## src/rtl/comspc_video_pkg.sv

```systemverilog
// Shared constants for the video mixer: layer bit positions, per-layer palette
// entries for colour and monochrome modes, and the channel saturation limit.
package comspc_video_pkg;

  localparam int STAR_BIT   = 0;
  localparam int SAUCER_BIT = 1;
  localparam int ROCKET_BIT = 2;
  localparam int INV_BIT    = 3;

  localparam logic [3:0] SAT_LIM = 4'd15;

  typedef struct packed {
    logic [3:0] r;
    logic [3:0] g;
    logic [3:0] b;
  } rgb_t;

  localparam rgb_t STAR_RGB    = '{r: 4'd7,  g: 4'd7,  b: 4'd7};
  localparam rgb_t SAUCER_COL  = '{r: 4'd0,  g: 4'd15, b: 4'd15};
  localparam rgb_t SAUCER_MONO = '{r: 4'd7,  g: 4'd7,  b: 4'd7};
  localparam rgb_t ROCKET_COL  = '{r: 4'd15, g: 4'd15, b: 4'd0};
  localparam rgb_t ROCKET_MONO = '{r: 4'd15, g: 4'd15, b: 4'd15};

endpackage

```

## src/rtl/comspc_invert_latch.sv

```systemverilog
// Frame-level state: vsync edge detect, invert request accumulator, active
// invert flag and palette select, all updated once per frame boundary.
module comspc_invert_latch
  import comspc_video_pkg::*;
(
  input  logic clk_sys,
  input  logic reset_n,
  input  logic i_ce_pix,
  input  logic i_vsync,
  input  logic i_vs_rise_p1,
  input  logic i_inv_req_p1,
  input  logic i_color_en_p1,
  output logic o_vs_rise,
  output logic o_inv,
  output logic o_pal
);

  logic r_prev_vs;
  logic r_acc;
  logic r_inv;
  logic r_pal;

  assign o_vs_rise = i_vsync & ~r_prev_vs;
  assign o_inv     = r_inv;
  assign o_pal     = r_pal;

  // Works on the stage-1 copy of the edge flag so the frame swap lines up with
  // the pixel pipeline; the edge-cycle request seeds the next frame's accumulator.
  always_ff @(posedge clk_sys or negedge reset_n) begin
    if (!reset_n) begin
      r_prev_vs <= 1'b0;
      r_acc     <= 1'b0;
      r_inv     <= 1'b0;
      r_pal     <= 1'b0;
    end else if (i_ce_pix) begin
      r_prev_vs <= i_vsync;
      if (i_vs_rise_p1) begin
        r_inv <= r_acc;
        r_acc <= i_inv_req_p1;
        r_pal <= i_color_en_p1;
      end else begin
        r_acc <= r_acc | i_inv_req_p1;
      end
    end
  end

endmodule

```

## src/rtl/comspc_video_mixer.sv

```systemverilog
// Two-stage pixel mixer: layer bits and timing are registered, then the layer
// colours are summed, saturated, optionally inverted and blanked.
module comspc_video_mixer
  import comspc_video_pkg::*;
(
  input  logic       clk_sys,
  input  logic       reset_n,
  input  logic       ce_pix,
  input  logic [3:0] video,
  input  logic       hsync_in,
  input  logic       vsync_in,
  input  logic       hblank_in,
  input  logic       vblank_in,
  input  logic       color_en,
  output logic [3:0] r,
  output logic [3:0] g,
  output logic [3:0] b,
  output logic       hsync,
  output logic       vsync,
  output logic       hblank,
  output logic       vblank
);

  logic [3:0] r_video_p1;
  logic       r_hs_p1, r_vs_p1, r_hb_p1, r_vb_p1;
  logic       r_vs_rise_p1;
  logic       r_color_en_p1;

  logic       w_vs_rise;
  logic       w_inv;
  logic       w_pal;
  rgb_t       w_star, w_sauc, w_rock;
  logic [5:0] w_sum_r, w_sum_g, w_sum_b;

  function automatic rgb_t layer_rgb(input logic en, input rgb_t c);
    return en ? c : '0;
  endfunction

  function automatic logic [3:0] sat4(input logic [5:0] s);
    return (s > {2'b00, SAT_LIM}) ? SAT_LIM : s[3:0];
  endfunction

  comspc_invert_latch u_inv_latch (
    .clk_sys       (clk_sys),
    .reset_n       (reset_n),
    .i_ce_pix      (ce_pix),
    .i_vsync       (vsync_in),
    .i_vs_rise_p1  (r_vs_rise_p1),
    .i_inv_req_p1  (r_video_p1[INV_BIT]),
    .i_color_en_p1 (r_color_en_p1),
    .o_vs_rise     (w_vs_rise),
    .o_inv         (w_inv),
    .o_pal         (w_pal)
  );

  // Stage 1: capture layer bits, timing and the frame-edge flag
  always_ff @(posedge clk_sys or negedge reset_n) begin
    if (!reset_n) begin
      r_video_p1    <= '0;
      r_hs_p1       <= 1'b0;
      r_vs_p1       <= 1'b0;
      r_hb_p1       <= 1'b0;
      r_vb_p1       <= 1'b0;
      r_vs_rise_p1  <= 1'b0;
      r_color_en_p1 <= 1'b0;
    end else if (ce_pix) begin
      r_video_p1    <= video;
      r_hs_p1       <= hsync_in;
      r_vs_p1       <= vsync_in;
      r_hb_p1       <= hblank_in;
      r_vb_p1       <= vblank_in;
      r_vs_rise_p1  <= w_vs_rise;
      r_color_en_p1 <= color_en;
    end
  end

  assign w_star  = layer_rgb(r_video_p1[STAR_BIT],   STAR_RGB);
  assign w_sauc  = layer_rgb(r_video_p1[SAUCER_BIT], w_pal ? SAUCER_COL : SAUCER_MONO);
  assign w_rock  = layer_rgb(r_video_p1[ROCKET_BIT], w_pal ? ROCKET_COL : ROCKET_MONO);
  assign w_sum_r = {2'b00, w_star.r} + {2'b00, w_sauc.r} + {2'b00, w_rock.r};
  assign w_sum_g = {2'b00, w_star.g} + {2'b00, w_sauc.g} + {2'b00, w_rock.g};
  assign w_sum_b = {2'b00, w_star.b} + {2'b00, w_sauc.b} + {2'b00, w_rock.b};

  // Stage 2: saturate, invert, blank
  always_ff @(posedge clk_sys or negedge reset_n) begin
    if (!reset_n) begin
      r      <= '0;
      g      <= '0;
      b      <= '0;
      hsync  <= 1'b0;
      vsync  <= 1'b0;
      hblank <= 1'b0;
      vblank <= 1'b0;
    end else if (ce_pix) begin
      hsync  <= r_hs_p1;
      vsync  <= r_vs_p1;
      hblank <= r_hb_p1;
      vblank <= r_vb_p1;
      if (r_hb_p1 | r_vb_p1) begin
        r <= '0;
        g <= '0;
        b <= '0;
      end else begin
        r <= sat4(w_sum_r) ^ {4{w_inv}};
        g <= sat4(w_sum_g) ^ {4{w_inv}};
        b <= sat4(w_sum_b) ^ {4{w_inv}};
      end
    end
  end

endmodule

```

## config.mk

```make
export PLATFORM = sky130hd
export DESIGN_NAME = comspc_video_mixer
export DESIGN_NICKNAME = d
export VERILOG_FILES = /design/src/rtl/comspc_video_pkg.sv /design/src/rtl/comspc_invert_latch.sv /design/src/rtl/comspc_video_mixer.sv
export SDC_FILE = /design/constraint.sdc
export NUM_CORES = 1
export LEC_CHECK = 0
export CAP_MARGIN = 20
export CORE_MARGIN = 2
export CORE_UTILIZATION = 50
export DETAILED_ROUTE_END_ITERATION = 12
export GPL_ROUTABILITY_DRIVEN = 0
export PLACE_DENSITY = 0.84
export SLEW_MARGIN = 15
export SYNTH_ARGS = -nofsm -noshare
export SYNTH_HDL_FRONTEND = slang
export SYNTH_SLANG_ARGS = --single-unit
```

## constraint.sdc

```tcl
create_clock -name clk_sys -period 3.8 [get_ports clk_sys]
set_input_delay 0.95 -clock clk_sys [delete_from_list [all_inputs] [get_ports clk_sys]]
set_output_delay 0.95 -clock clk_sys [all_outputs]
set_load 0.01 [all_outputs]
```

==> impl_results.md <==
* Maximum VDD drop at 0.2340 mV
* Clock power frac at 16.7%
* Root Driver: clkbuf_4
* Pre-CTS setup slack at between 1 and 1.5 ns
* Sinks on Clock Net at 29
* Row cnt at 21
* Pwr Density at 497.7 nW/um2
* Cts repair resizes at 0
* CP Class: register to register
* PortBufs at 27
* Final WS setup at 1.325 ns
* Clock transition at the registers of the reported paths at 0.10 ns
* Cts bufs inserted at 5
* Mapped Avg Cell Area at 11.51 um2
* Total number of vias at between 1,000 and 1,500
* H-tree Lvls at 2
* Met3 Wirelength at 128 um
* M1 WL at 1583 um
* Max Clk Rate at 404.0 MHz
* Net Switching at 0.3943 mW
* Max clock buf depth at 2
* Post-CTS Setup Inserts at 0
* Drt first pass iters at 4
* Worst path slowest cell: dfrtp_1
* N_diodes at 0
* Ys flop type: dfrtp_1
* Critical path peak fanout at 8
* Synth top area share at 41.76%
* Post-synth design cell area at 1738 um2
* ANT nets after route at 0
* Max Cap Viol at 0
* Number of flops mapped to enable cells by yosys at 0
* Worst Clk Skew at just over 0.008 ns
* Most frequent cells after synthesis: dfrtp_1, ha_1, mux2_1
* Switching share of power at a little under two fifths
* Fraction of layout cells with a size suffix above 1 at 7.568%
* Sequential-to-total area share from yosys stat at 41.76%
* Leak at about 1 nW
* Total Wirelength at 3743 um
* Syn_nets at 181
* Core ar. at 3337 um2
* Top sig layer: met4
* Seq pwr share at 39.7%
* Part of the cycle the worst path needs at roughly 65%
* Total die area at 3963 um2
* Largest cells by area after synthesis: dfrtp_1, ha_1, mux2_1
* Met2 WL at 1966 um
* Final setup viols at 0
* Die width at approximately 63 um
* Worst Setup Start Kind: register
* Overall routing resource usage at a little over a fifth
* Initial antenna violation count at 0
* Worst setup EP type: register
* Yosys reg bits at 29
* Wire length per cell at 16.20 um
* Fin crit period at 2.475 ns
* Count leader, synth: dfrtp_1
* First-pass GRT wire length at 6465 um
* Total power at 1.056 mW
* WP data required at 4.01 ns
* Post-Syn Instances at approximately 150
* Final Max Tran Viols at 0
* Hold buffer count at cts at 0
* Fill cells at 290
* Area leader, netlist: dfrtp_1
* Worst Tran Pin Value at roughly 0.6 ns
* Post-synth ARST share at 100.0%
* Yosys cell types at 35
* Final hold violation count at 0
* Initial Utilization at 52.08%
* CTS tree: yes
* Worst-path cell chain: nor2b_1 > fa_1 > ha_1 > and4b_1 > o211a_1 > a221o_1
* Die Span Y at 62.96 um
* Initial DRC count at 53
* Slew Limit Headroom at between 50% and 60%
* P&R area growth vs syn at 22.03%
* I/O pin count at 28
* Avg Vias per Cell at 5.801
* Status: finished, final reports clean
* Vias in the first global route at approximately 1,400
* Syn. warnings at 0
* Largest net degree at the start of global routing at 30
* Nets at 214
* Overflow after GRT at 0
* CP arrival at 2.68 ns
* Internal cell power at approximately 0.66 mW
* RSZ-0062 raised after global routing: false
* Detailed-placement wirelength estimate at 2868 um
* Comb power frac at 43.6%
* Hold Path Class: register to register
* DRC at 0
* CP max stage delay at 0.55 ns
* Clk Latency, worst-skew pair at roughly 0.32 ns
* Setup TNS at 0 ns
==> state kept, by name, indices dropped and copies added (netlist names), 4 cells and up <==
register,count
r,4
r_video_p1,4
g,4
b,4
==> critical path, delay by kind of cell (launching register included) <==
family                   cells  cell delay [ns]
adder cells (fa/ha/maj)      2             0.79
AND/OR/NAND/NOR              2             0.52
flip-flops                   1             0.55
AO/OA/AOI/OAI                2             0.51
==> layer usage <==
metal | vias to the layer above | track usage [%]
met3 | 8 | 5.405
met5 | - | 0
met2 | 37 | 37.63
li1 | 630 | -
met4 | 0 | 8.333
met1 | 665 | 23.83
==> logic make-up after synthesis <==
family / Yosys count / synth area share [%]
and+or+nand+nor: 29 / 11.01
DFF: 29 / 41.76
AOI/OAI and AO/OA: 41 / 18.72
buffers and inverters: 18 / 4.103
xor gates and xnor gates: 1 / 0.5041
muxes: 15 / 9.647
adders and majority gates: 18 / 14.25
==> cell usage in the layout, fill, tap and decap left out <==
| master | synthesis | routed |
|---|---|---|
| clkinv_2 | 0 | 2 |
| ha_1 | 15 | 15 |
| o21ai_1 | 1 | 1 |
| nand2_1 | 3 | 3 |
| o21ai_0 | 6 | 6 |
| a21o_1 | 1 | 1 |
| or4b_4 | 1 | 1 |
| mux2_1 | 14 | 14 |
| clkdlybuf4s50_1 | 0 | 27 |
| clkbuf_1 | 1 | 1 |
| o2bb2ai_1 | 2 | 2 |
| nor4_2 | 1 | 1 |
| fa_1 | 3 | 3 |
| inv_1 | 13 | 13 |
| a221o_1 | 8 | 8 |
| and4b_1 | 2 | 2 |
| nand3_1 | 1 | 1 |
| mux2i_1 | 1 | 1 |
| nor4bb_1 | 1 | 1 |
| nor4b_2 | 1 | 1 |
| clkbuf_4 | 0 | 5 |
| a22oi_1 | 2 | 2 |
| dfrtp_1 | 29 | 29 |
| o211a_1 | 6 | 6 |
| a21oi_1 | 4 | 4 |
| nor2_1 | 10 | 10 |
| buf_4 | 0 | 3 |
| o221ai_1 | 4 | 4 |
| xor2_1 | 1 | 1 |
| and3b_1 | 3 | 3 |
| o32ai_1 | 1 | 1 |
| nand4b_1 | 1 | 1 |
| o211ai_1 | 2 | 2 |
| nor2b_1 | 4 | 4 |
| a22o_1 | 1 | 1 |
| inv_2 | 1 | 1 |
| and2_1 | 1 | 1 |
| a21boi_0 | 3 | 3 |
==> cell type report <==
class                   instances  area, um2  area share, %
multi-input cells             104      940.9          44.37
flip-flops and latches         29      725.7          34.22
repair buffers                 30      292.8          13.81
well taps                      46      57.56          2.714
inverters                      14      52.55          2.478
clock buffers                   6      41.29          1.947
clock inverters                 2      10.01         0.4720
==> metrics by stage <==
stage               std cells  utilization (%)  area, um2  hold slack, ns
global route              231            63.55       2121          0.5185
global placement          223            62.02       2069          0.4637
floorplan                 151                -       1738          0.4421
CTS                       231            63.55       2121          0.4866
finish                    231            63.55       2121          0.4932
detailed placement        223            62.02       2069          0.4764
==> path summary, 6_finish.rpt <==
path                            slack [ns]  cells past startpoint            to                  start
worst max-delay path                  1.32                      6          b[2]          r_video_p1[2]
worst min-delay path                  0.49                      1  r_vs_rise_p1  u_inv_latch.r_prev_vs
worst max register to register        1.32                      6          b[2]          r_video_p1[2]
worst min register to register        0.49                      1  r_vs_rise_p1  u_inv_latch.r_prev_vs
max in group asynchronous             2.53                      2          g[2]                reset_n
min in group asynchronous             1.00                      2          r[0]                reset_n
==> power groups by stage <==
stage	clock, mW	combinational (mW)	sequential, mW
6_report	0.176	0.461	0.419
5_1_grt	0.193	0.513	0.427
4_1_cts	0.179	0.459	0.419
3_5_place_dp	0	0.456	0.424
3_3_place_gp	0	0.426	0.422
2_1_floorplan	0	0.276	0.428
No activity file was read; power rests on OpenSTA's default activity.
